--- config.mk ---
export PLATFORM = sky130hd
export DESIGN_NAME = score_keeper_flat
export DESIGN_NICKNAME = d
export VERILOG_FILES = /design/src/rtl/score_keeper_if.sv /design/src/rtl/score_keeper.sv /design/src/flat_wrapper.sv
export SDC_FILE = /design/constraint.sdc
export NUM_CORES = 1
export LEC_CHECK = 0
export CORE_ASPECT_RATIO = 1.5
export CORE_MARGIN = 4
export CORE_UTILIZATION = 54
export DETAILED_ROUTE_END_ITERATION = 10
export GPL_TIMING_DRIVEN = 0
export PLACE_DENSITY = 0.91
export SYNTH_ARGS = -nofsm -noshare
export SYNTH_HDL_FRONTEND = slang
export SYNTH_SLANG_ARGS = --single-unit
--- constraint.sdc ---
create_clock -name CLOCK -period 8.8 [get_ports CLOCK]
set_input_delay 2.2 -clock CLOCK [delete_from_list [all_inputs] [get_ports CLOCK]]
set_output_delay 2.2 -clock CLOCK [all_outputs]
set_load 0.005 [all_outputs]
--- src/rtl/score_keeper_if.sv ---
// score_keeper_if: game-side bus between the hit/miss pulse stages and the
// score keeper.
//   START      level request to begin or restart a game
//   HIT, MISS  one bit per note column, one-cycle pulses
//   SCORE      binary score (saturating at 9999)
//   COMBO      current hit streak (saturating at 255)
//   MISSES     miss total (saturating at the game-over limit)
//   MULT       current score multiplier
//   PLAYING    game in progress
//   GAME_OVER  game ended by misses
//   SCORE_BCD  four BCD digits of SCORE, present only when BCD_SCORE_EN
//              is defined
// Modports: master = pulse source / display side, slave = score_keeper.
interface score_keeper_if #(
   parameter int unsigned COLS = 4
);
   logic            START;
   logic [COLS-1:0] HIT;
   logic [COLS-1:0] MISS;
   logic [13:0]     SCORE;
   logic [7:0]      COMBO;
   logic [7:0]      MISSES;
   logic [2:0]      MULT;
   logic            PLAYING;
   logic            GAME_OVER;
`ifdef BCD_SCORE_EN
   logic [15:0]     SCORE_BCD;
`endif

   modport master (
`ifdef BCD_SCORE_EN
      input  SCORE_BCD,
`endif
      output START, HIT, MISS,
      input  SCORE, COMBO, MISSES, MULT, PLAYING, GAME_OVER
   );

   modport slave (
`ifdef BCD_SCORE_EN
      output SCORE_BCD,
`endif
      input  START, HIT, MISS,
      output SCORE, COMBO, MISSES, MULT, PLAYING, GAME_OVER
   );
endinterface

--- src/rtl/score_keeper.sv ---
// score_keeper: tallies per-column hit/miss pulses into a score with a combo
// multiplier, a miss count and a combo streak, and runs the IDLE/PLAY/OVER
// game state machine.
// Ports:
//   CLOCK  rising-edge clock for all state
//   RESET  synchronous active-high reset, clears everything
//   bus    score_keeper_if.slave: START, HIT, MISS in; SCORE, COMBO, MISSES,
//          MULT, PLAYING, GAME_OVER out (plus SCORE_BCD when enabled)
// Optional feature: define BCD_SCORE_EN to add SCORE_BCD, the score as four
// BCD digits, registered one cycle after SCORE.
module score_keeper #(
   parameter int unsigned COLS       = 4,
   parameter int unsigned MAX_MISSES = 8,
   parameter int unsigned COMBO_STEP = 8,
   parameter int unsigned MAX_MULT   = 4
) (
   input  logic          CLOCK,
   input  logic          RESET,
   score_keeper_if.slave bus
);

   localparam int unsigned SCORE_W   = 14;
   localparam int unsigned CNT_W     = 8;
   localparam int unsigned MULT_W    = 3;
   localparam int unsigned SUM_W     = 16;
   localparam int unsigned SCORE_MAX = 9999;
   localparam int unsigned COMBO_MAX = 255;

   typedef enum logic [1:0] {
      S_IDLE = 2'd0,
      S_PLAY = 2'd1,
      S_OVER = 2'd2
   } state_t;

   state_t             state_q,   state_d;
   logic [SCORE_W-1:0] score_q,   score_d;
   logic [CNT_W-1:0]   combo_q,   combo_d;
   logic [CNT_W-1:0]   misses_q,  misses_d;
   logic [MULT_W-1:0]  mult_q,    mult_d;
   logic               playing_q, playing_d;
   logic               over_q,    over_d;

   logic [SUM_W-1:0]   nhit;
   logic [SUM_W-1:0]   nmiss;
   logic [SUM_W-1:0]   score_sum;
   logic [SUM_W-1:0]   combo_sum;
   logic [SUM_W-1:0]   miss_sum;
   logic [SCORE_W-1:0] score_sat;
   logic [CNT_W-1:0]   combo_sat;
   logic [CNT_W-1:0]   miss_sat;

   // Number of set bits in a column vector.
   function automatic logic [SUM_W-1:0] popcount(input logic [COLS-1:0] v);
      logic [SUM_W-1:0] n;
      n = '0;
      for (int i = 0; i < int'(COLS); i++) begin
         n = n + SUM_W'(v[i]);
      end
      return n;
   endfunction

   // Multiplier implied by a streak length, capped at MAX_MULT.
   function automatic logic [MULT_W-1:0] mult_of(input logic [CNT_W-1:0] c);
      int unsigned m;
      m = 32'(c) / COMBO_STEP + 32'd1;
      if (m > MAX_MULT) begin
         m = MAX_MULT;
      end
      return MULT_W'(m);
   endfunction

   // Per-cycle tallies and saturating sums; a column with both pulses is a miss.
   always_comb begin
      nhit      = popcount(bus.HIT & ~bus.MISS);
      nmiss     = popcount(bus.MISS);
      score_sum = SUM_W'(score_q) + nhit * SUM_W'(mult_q);
      combo_sum = SUM_W'(combo_q) + nhit;
      miss_sum  = SUM_W'(misses_q) + nmiss;
      score_sat = (score_sum > SUM_W'(SCORE_MAX)) ? SCORE_W'(SCORE_MAX)
                                                  : SCORE_W'(score_sum);
      combo_sat = (combo_sum > SUM_W'(COMBO_MAX)) ? CNT_W'(COMBO_MAX)
                                                  : CNT_W'(combo_sum);
      miss_sat  = (miss_sum > SUM_W'(MAX_MISSES)) ? CNT_W'(MAX_MISSES)
                                                  : CNT_W'(miss_sum);
   end

   // Next-state and next-counter logic.
   always_comb begin
      state_d  = state_q;
      score_d  = score_q;
      combo_d  = combo_q;
      misses_d = misses_q;

      case (state_q)
         S_IDLE: begin
            if (bus.START) begin
               state_d  = S_PLAY;
               score_d  = '0;
               combo_d  = '0;
               misses_d = '0;
            end
         end

         S_PLAY: begin
            score_d  = score_sat;
            combo_d  = (nmiss != '0) ? '0 : combo_sat;
            misses_d = miss_sat;
            // Game-ending miss wins over a restart request in the same cycle.
            if (miss_sat == CNT_W'(MAX_MISSES)) begin
               state_d = S_OVER;
            end else if (bus.START) begin
               score_d  = '0;
               combo_d  = '0;
               misses_d = '0;
            end
         end

         S_OVER: begin
            if (bus.START) begin
               state_d  = S_PLAY;
               score_d  = '0;
               combo_d  = '0;
               misses_d = '0;
            end
         end

         default: begin
            state_d  = S_IDLE;
            score_d  = '0;
            combo_d  = '0;
            misses_d = '0;
         end
      endcase

      // Registered alongside the counters so they track the state register.
      mult_d    = mult_of(combo_d);
      playing_d = (state_d == S_PLAY);
      over_d    = (state_d == S_OVER);
   end

   // State and output registers.
   always_ff @(posedge CLOCK) begin
      if (RESET) begin
         state_q   <= S_IDLE;
         score_q   <= '0;
         combo_q   <= '0;
         misses_q  <= '0;
         mult_q    <= MULT_W'(1);
         playing_q <= 1'b0;
         over_q    <= 1'b0;
      end else begin
         state_q   <= state_d;
         score_q   <= score_d;
         combo_q   <= combo_d;
         misses_q  <= misses_d;
         mult_q    <= mult_d;
         playing_q <= playing_d;
         over_q    <= over_d;
      end
   end

   assign bus.SCORE     = score_q;
   assign bus.COMBO     = combo_q;
   assign bus.MISSES    = misses_q;
   assign bus.MULT      = mult_q;
   assign bus.PLAYING   = playing_q;
   assign bus.GAME_OVER = over_q;

`ifdef BCD_SCORE_EN
   localparam int unsigned BCD_W = 16;

   logic [BCD_W-1:0] bcd_q;

   // Double-dabble: shift binary in, add 3 to any digit >= 5 before each shift.
   function automatic logic [BCD_W-1:0] to_bcd(input logic [SCORE_W-1:0] bin);
      logic [BCD_W+SCORE_W-1:0] sh;
      sh = {BCD_W'(0), bin};
      for (int i = 0; i < int'(SCORE_W); i++) begin
         for (int d = 0; d < 4; d++) begin
            if (sh[int'(SCORE_W) + 4*d +: 4] >= 4'd5) begin
               sh[int'(SCORE_W) + 4*d +: 4] = sh[int'(SCORE_W) + 4*d +: 4] + 4'd3;
            end
         end
         sh = sh << 1;
      end
      return sh[BCD_W+SCORE_W-1:SCORE_W];
   endfunction

   // BCD view of the registered score, one cycle behind it.
   always_ff @(posedge CLOCK) begin
      if (RESET) begin
         bcd_q <= '0;
      end else begin
         bcd_q <= to_bcd(score_q);
      end
   end

   assign bus.SCORE_BCD = bcd_q;
`endif

endmodule
--- src/flat_wrapper.sv ---
// flat-port wrapper written by rule: the top's interface ports become plain ports
module score_keeper_flat 
#(
   parameter int unsigned COLS       = 4,
   parameter int unsigned MAX_MISSES = 8,
   parameter int unsigned COMBO_STEP = 8,
   parameter int unsigned MAX_MULT   = 4
)
  (CLOCK, RESET, bus_START, bus_HIT, bus_MISS, bus_SCORE, bus_COMBO, bus_MISSES, bus_MULT, bus_PLAYING, bus_GAME_OVER);
  score_keeper_if #(.COLS(COLS)) bus_i ();
  input  logic CLOCK;
  input  logic RESET;
  input wire logic [$bits(bus_i.START)-1:0] bus_START;
  input wire logic [$bits(bus_i.HIT)-1:0] bus_HIT;
  input wire logic [$bits(bus_i.MISS)-1:0] bus_MISS;
  output wire logic [$bits(bus_i.SCORE)-1:0] bus_SCORE;
  output wire logic [$bits(bus_i.COMBO)-1:0] bus_COMBO;
  output wire logic [$bits(bus_i.MISSES)-1:0] bus_MISSES;
  output wire logic [$bits(bus_i.MULT)-1:0] bus_MULT;
  output wire logic [$bits(bus_i.PLAYING)-1:0] bus_PLAYING;
  output wire logic [$bits(bus_i.GAME_OVER)-1:0] bus_GAME_OVER;
  assign bus_i.START = bus_START;
  assign bus_i.HIT = bus_HIT;
  assign bus_i.MISS = bus_MISS;
  assign bus_SCORE = bus_i.SCORE;
  assign bus_COMBO = bus_i.COMBO;
  assign bus_MISSES = bus_i.MISSES;
  assign bus_MULT = bus_i.MULT;
  assign bus_PLAYING = bus_i.PLAYING;
  assign bus_GAME_OVER = bus_i.GAME_OVER;
  score_keeper #(.COLS(COLS), .MAX_MISSES(MAX_MISSES), .COMBO_STEP(COMBO_STEP), .MAX_MULT(MAX_MULT)) u_core (.CLOCK(CLOCK), .RESET(RESET), .bus(bus_i));
endmodule
==> summary.md <==
| Metric | Value |
|---|---|
| Pwr Density | `about 110 nW/um^2` |
| Routed wire length | `7580 um` |
| Synth Flop Type | `dfxtp_1` |
| Slew Viols, Final | `0` |
| Initial Util | `0.564` |
| Slew margin rel. | `0.465` |
| Outcome | `complete, no violations` |
| WL per Instance | `about 17 um` |
| EDFF count, synth | `0` |
| Highest clock rate | `137 MHz` |
| Peak VDD IR | `86.4 uV` |
| Cts bufs inserted | `5` |
| Via/cell ratio | `roughly 6` |
| Leakage power | `1.33 nW` |
| Part of the cycle the worst path needs | `0.828` |
| Number of global-route vias before repair | `roughly 2700` |
| Clk slew on worst S/H paths | `roughly 90 ps` |
| Cell variety after synth | `57` |
| RSZ-0062 raised after global routing | `false` |
| Die Width | `between 60 and 70 um` |
| Type of origin of the critical path | `primary input` |
| Tot GR Track Use | `0.254` |
| FF+latch count, synth | `37` |
| Ys Warns | `0` |
| Syn_nets | `~380` |
| Initial antenna violation count | `0` |
| Post-synth top cells | `nand2_1 (38), dfxtp_1 (37), inv_1 (25), nor2_1 (24), a21oi_1 (21)` |
| CTS root buf | `clkbuf_8` |
| Reg-to-reg slack, setup | `between 4000 and 5000 ps` |
| Worst Hold Launch | `u_core.bus.SCORE[1]` |
| Most frequent cell after synthesis | `nand2_1` |
| Post-layout instance area | `~3400 um^2` |
| Row cnt | `31` |
| GRT overflow | `0` |
| Finish-stage setup viols | `0` |
| Final WS setup | `~1500 ps` |
| Register area share after synthesis | `0.269` |
| Synth area leader | `dfxtp_1` |
| Max cap viols | `0` |
| Critical R2R Capture | `u_core.bus.SCORE[6]` |
| # nets final | `around 430` |
| Overall Power | `around 370 uW` |
| Crit Path Max Fanout | `10` |
| Area growth syn-to-layout | `23.2%` |
| Placed insts | `about 450` |
| Dpl cell area | `around 3300 um^2` |
| HPWL after detailed placement | `about 5600 um` |
| Synth area leaders | `dfxtp_1 (27%), ha_1 (9.1%), fa_1 (6.5%)` |
| Worst Clk Skew | `12.6 ps` |
| Pre-antenna DRT Iters | `5` |
| Die area | `6330 um^2` |
| Worst EP required | `roughly 9000 ps` |
| CTS resizes | `0` |
| Top cell type's share of synthesized area | `0.269` |
| Setup TNS | `0 ps` |
| DRT iter0 DRCs | `256` |
| CTS tree | `built` |
| Asr flop ratio synth | `0` |
| Core ar. | `approximately 5000 um^2` |
| Via count | `between 2000 and 3000` |
| Final GP Congestion | `roughly 0.93` |
| CP Class | `primary input to register` |
| Crit path time final | `7280 ps` |
| ANT nets after route | `0` |
| Post-route insts no fill | `455` |
| DRC | `0` |
| # hold bufs at CTS | `0` |
| Crit Reg-Reg Startpoint | `u_core.bus.MULT[2]` |
| Final Hold Fails | `0` |
| Share of cells above drive strength 1 | `0.0591` |
| Clock Tree Buf Depth | `2` |
| Largest net degree at the start of global routing | `14` |
| Worst Hold Endpoint | `u_core.bus.SCORE[1]` |
| Worst slack, placed | `1240 ps` |
| Worst-Margin Slew | `between 700 and 800 ps` |
| Filler cells | `around 410` |
| Port bufs | `44` |
| Cell Area, Synth | `2760 um^2` |
| Die Span Y | `about 95 um` |
| Post-Syn Area per Cell | `a little over 8 um^2` |
| Worst reg-to-reg path cell count | `12` |
| Hold Crit Depth | `2` |
| I/O Pins | `46` |
| Worst-skew pair later-pin latency | `300 ps` |
| Setup crit end kind | `register` |
| First-pass GRT wire length | `around 13000 um` |
| Clk sinks | `37` |
| Data arrival, critical path | `7510 ps` |
| Mapped Cells | `337` |
| Antenna cells | `0` |
| Htree depth | `2` |
| Worst hold path class | `register to register` |
| Post-CTS Setup Inserts | `0` |
[cells in the final DEF (no fill, tap or decap), types with 4 or more instances in the layout]
cell type        Yosys  layout
ha_1                20      20
and2_1              10      10
o21a_1               6       6
fa_1                 9       9
a21o_1               5       5
clkbuf_8             0       5
nor3_1              18      18
dfxtp_1             37      37
a22oi_1              4       4
inv_1               25      25
nand4_1              4       4
or3_1                5       5
xor2_1               4       4
nor2b_1              5       5
or4_1                5       5
nand2b_1             5       5
o21ai_1              4       4
clkdlybuf4s50_1      0      44
clkbuf_1             8       8
nand2_1             38      38
o21ai_0             18      18
nor2_1              24      24
nand3_1              4       4
a21oi_1             21      21
[worst max-delay path, cell delays in order]
cell and delay, ps:
clkdlybuf4s50_1 490, nor2b_1 50, ha_1 270, inv_1 50, fa_1 390, inv_1 70, ha_1 230, nand2_1 110
fa_1 510, inv_1 60, fa_1 500, fa_1 510, a211oi_4 370, nor2_1 140, or4b_4 550, o311ai_4 110
a311oi_4 210, or4_1 530, a31oi_1 160
[layer usage]
layer,vias to the layer above,global-route usage,share of wire
met5,-,0,0
met4,0,0.107,0.035
met3,29,0.0330,0.046
met2,97,0.476,0.55
met1,1321,0.282,0.37
li1,1320,-,-
[state kept, by name, indices dropped and copies added (netlist names)]
signal and cells:
u_core.bus.SCORE 14, u_core.bus.COMBO 8, u_core.bus.MISSES 8, u_core.bus.MULT 3, u_core.state_q 2, u_core.bus.GAME_OVER 1, u_core.bus.PLAYING 1
[worst max-delay path by stage]
stage	start	to	slack, ps	cells past startpoint
floorplan	bus_HIT[0]	u_core.bus.SCORE[6]	2030	18
global placement	bus_MISS[0]	u_core.bus.SCORE[6]	1380	19
detailed placement	bus_MISS[0]	u_core.bus.SCORE[6]	1240	19
CTS	bus_MISS[0]	u_core.bus.SCORE[6]	1530	19
global route	bus_MISS[0]	u_core.bus.SCORE[12]	1270	20
finish	bus_MISS[0]	u_core.bus.SCORE[6]	1520	19
[metrics by stage]
stage / util / hold WS [ps]
floorplan: - / 459
global placement: 0.671 / 466
detailed placement: 0.671 / 481
CTS: 0.694 / 493
global route: 0.694 / 531
finish: 0.694 / 498
[power by group]
part           internal [mW]  switching (mW)
Combinational         0.0198          0.0273
Sequential             0.169         0.00182
Clock                 0.0849          0.0688
Total                  0.274          0.0979
[final cells by class]
cell class	count	area [um^2]	share of cell area
Buffer	14	60.1	0.0177
Clock buffer	5	68.8	0.0203
Clock inverter	3	46.3	0.0136
Inverter	25	93.8	0.0277
Multi-Input combinational cell	261	1860	0.548
Sequential cell	37	741	0.218
Tap cell	66	82.6	0.0243
Timing Repair Buffer	44	440	0.130
[cells by family after synthesis]
logic type               synth area share
AND/OR/NAND/NOR                     0.253
AO/OA/AOI/OAI                       0.243
buffers and inverters              0.0559
flip-flops                          0.269
adder cells (fa/ha/maj)             0.156
XOR/XNOR                           0.0191
multiplexers                      0.00363
Note: power is estimated with default switching activity, not from simulation.
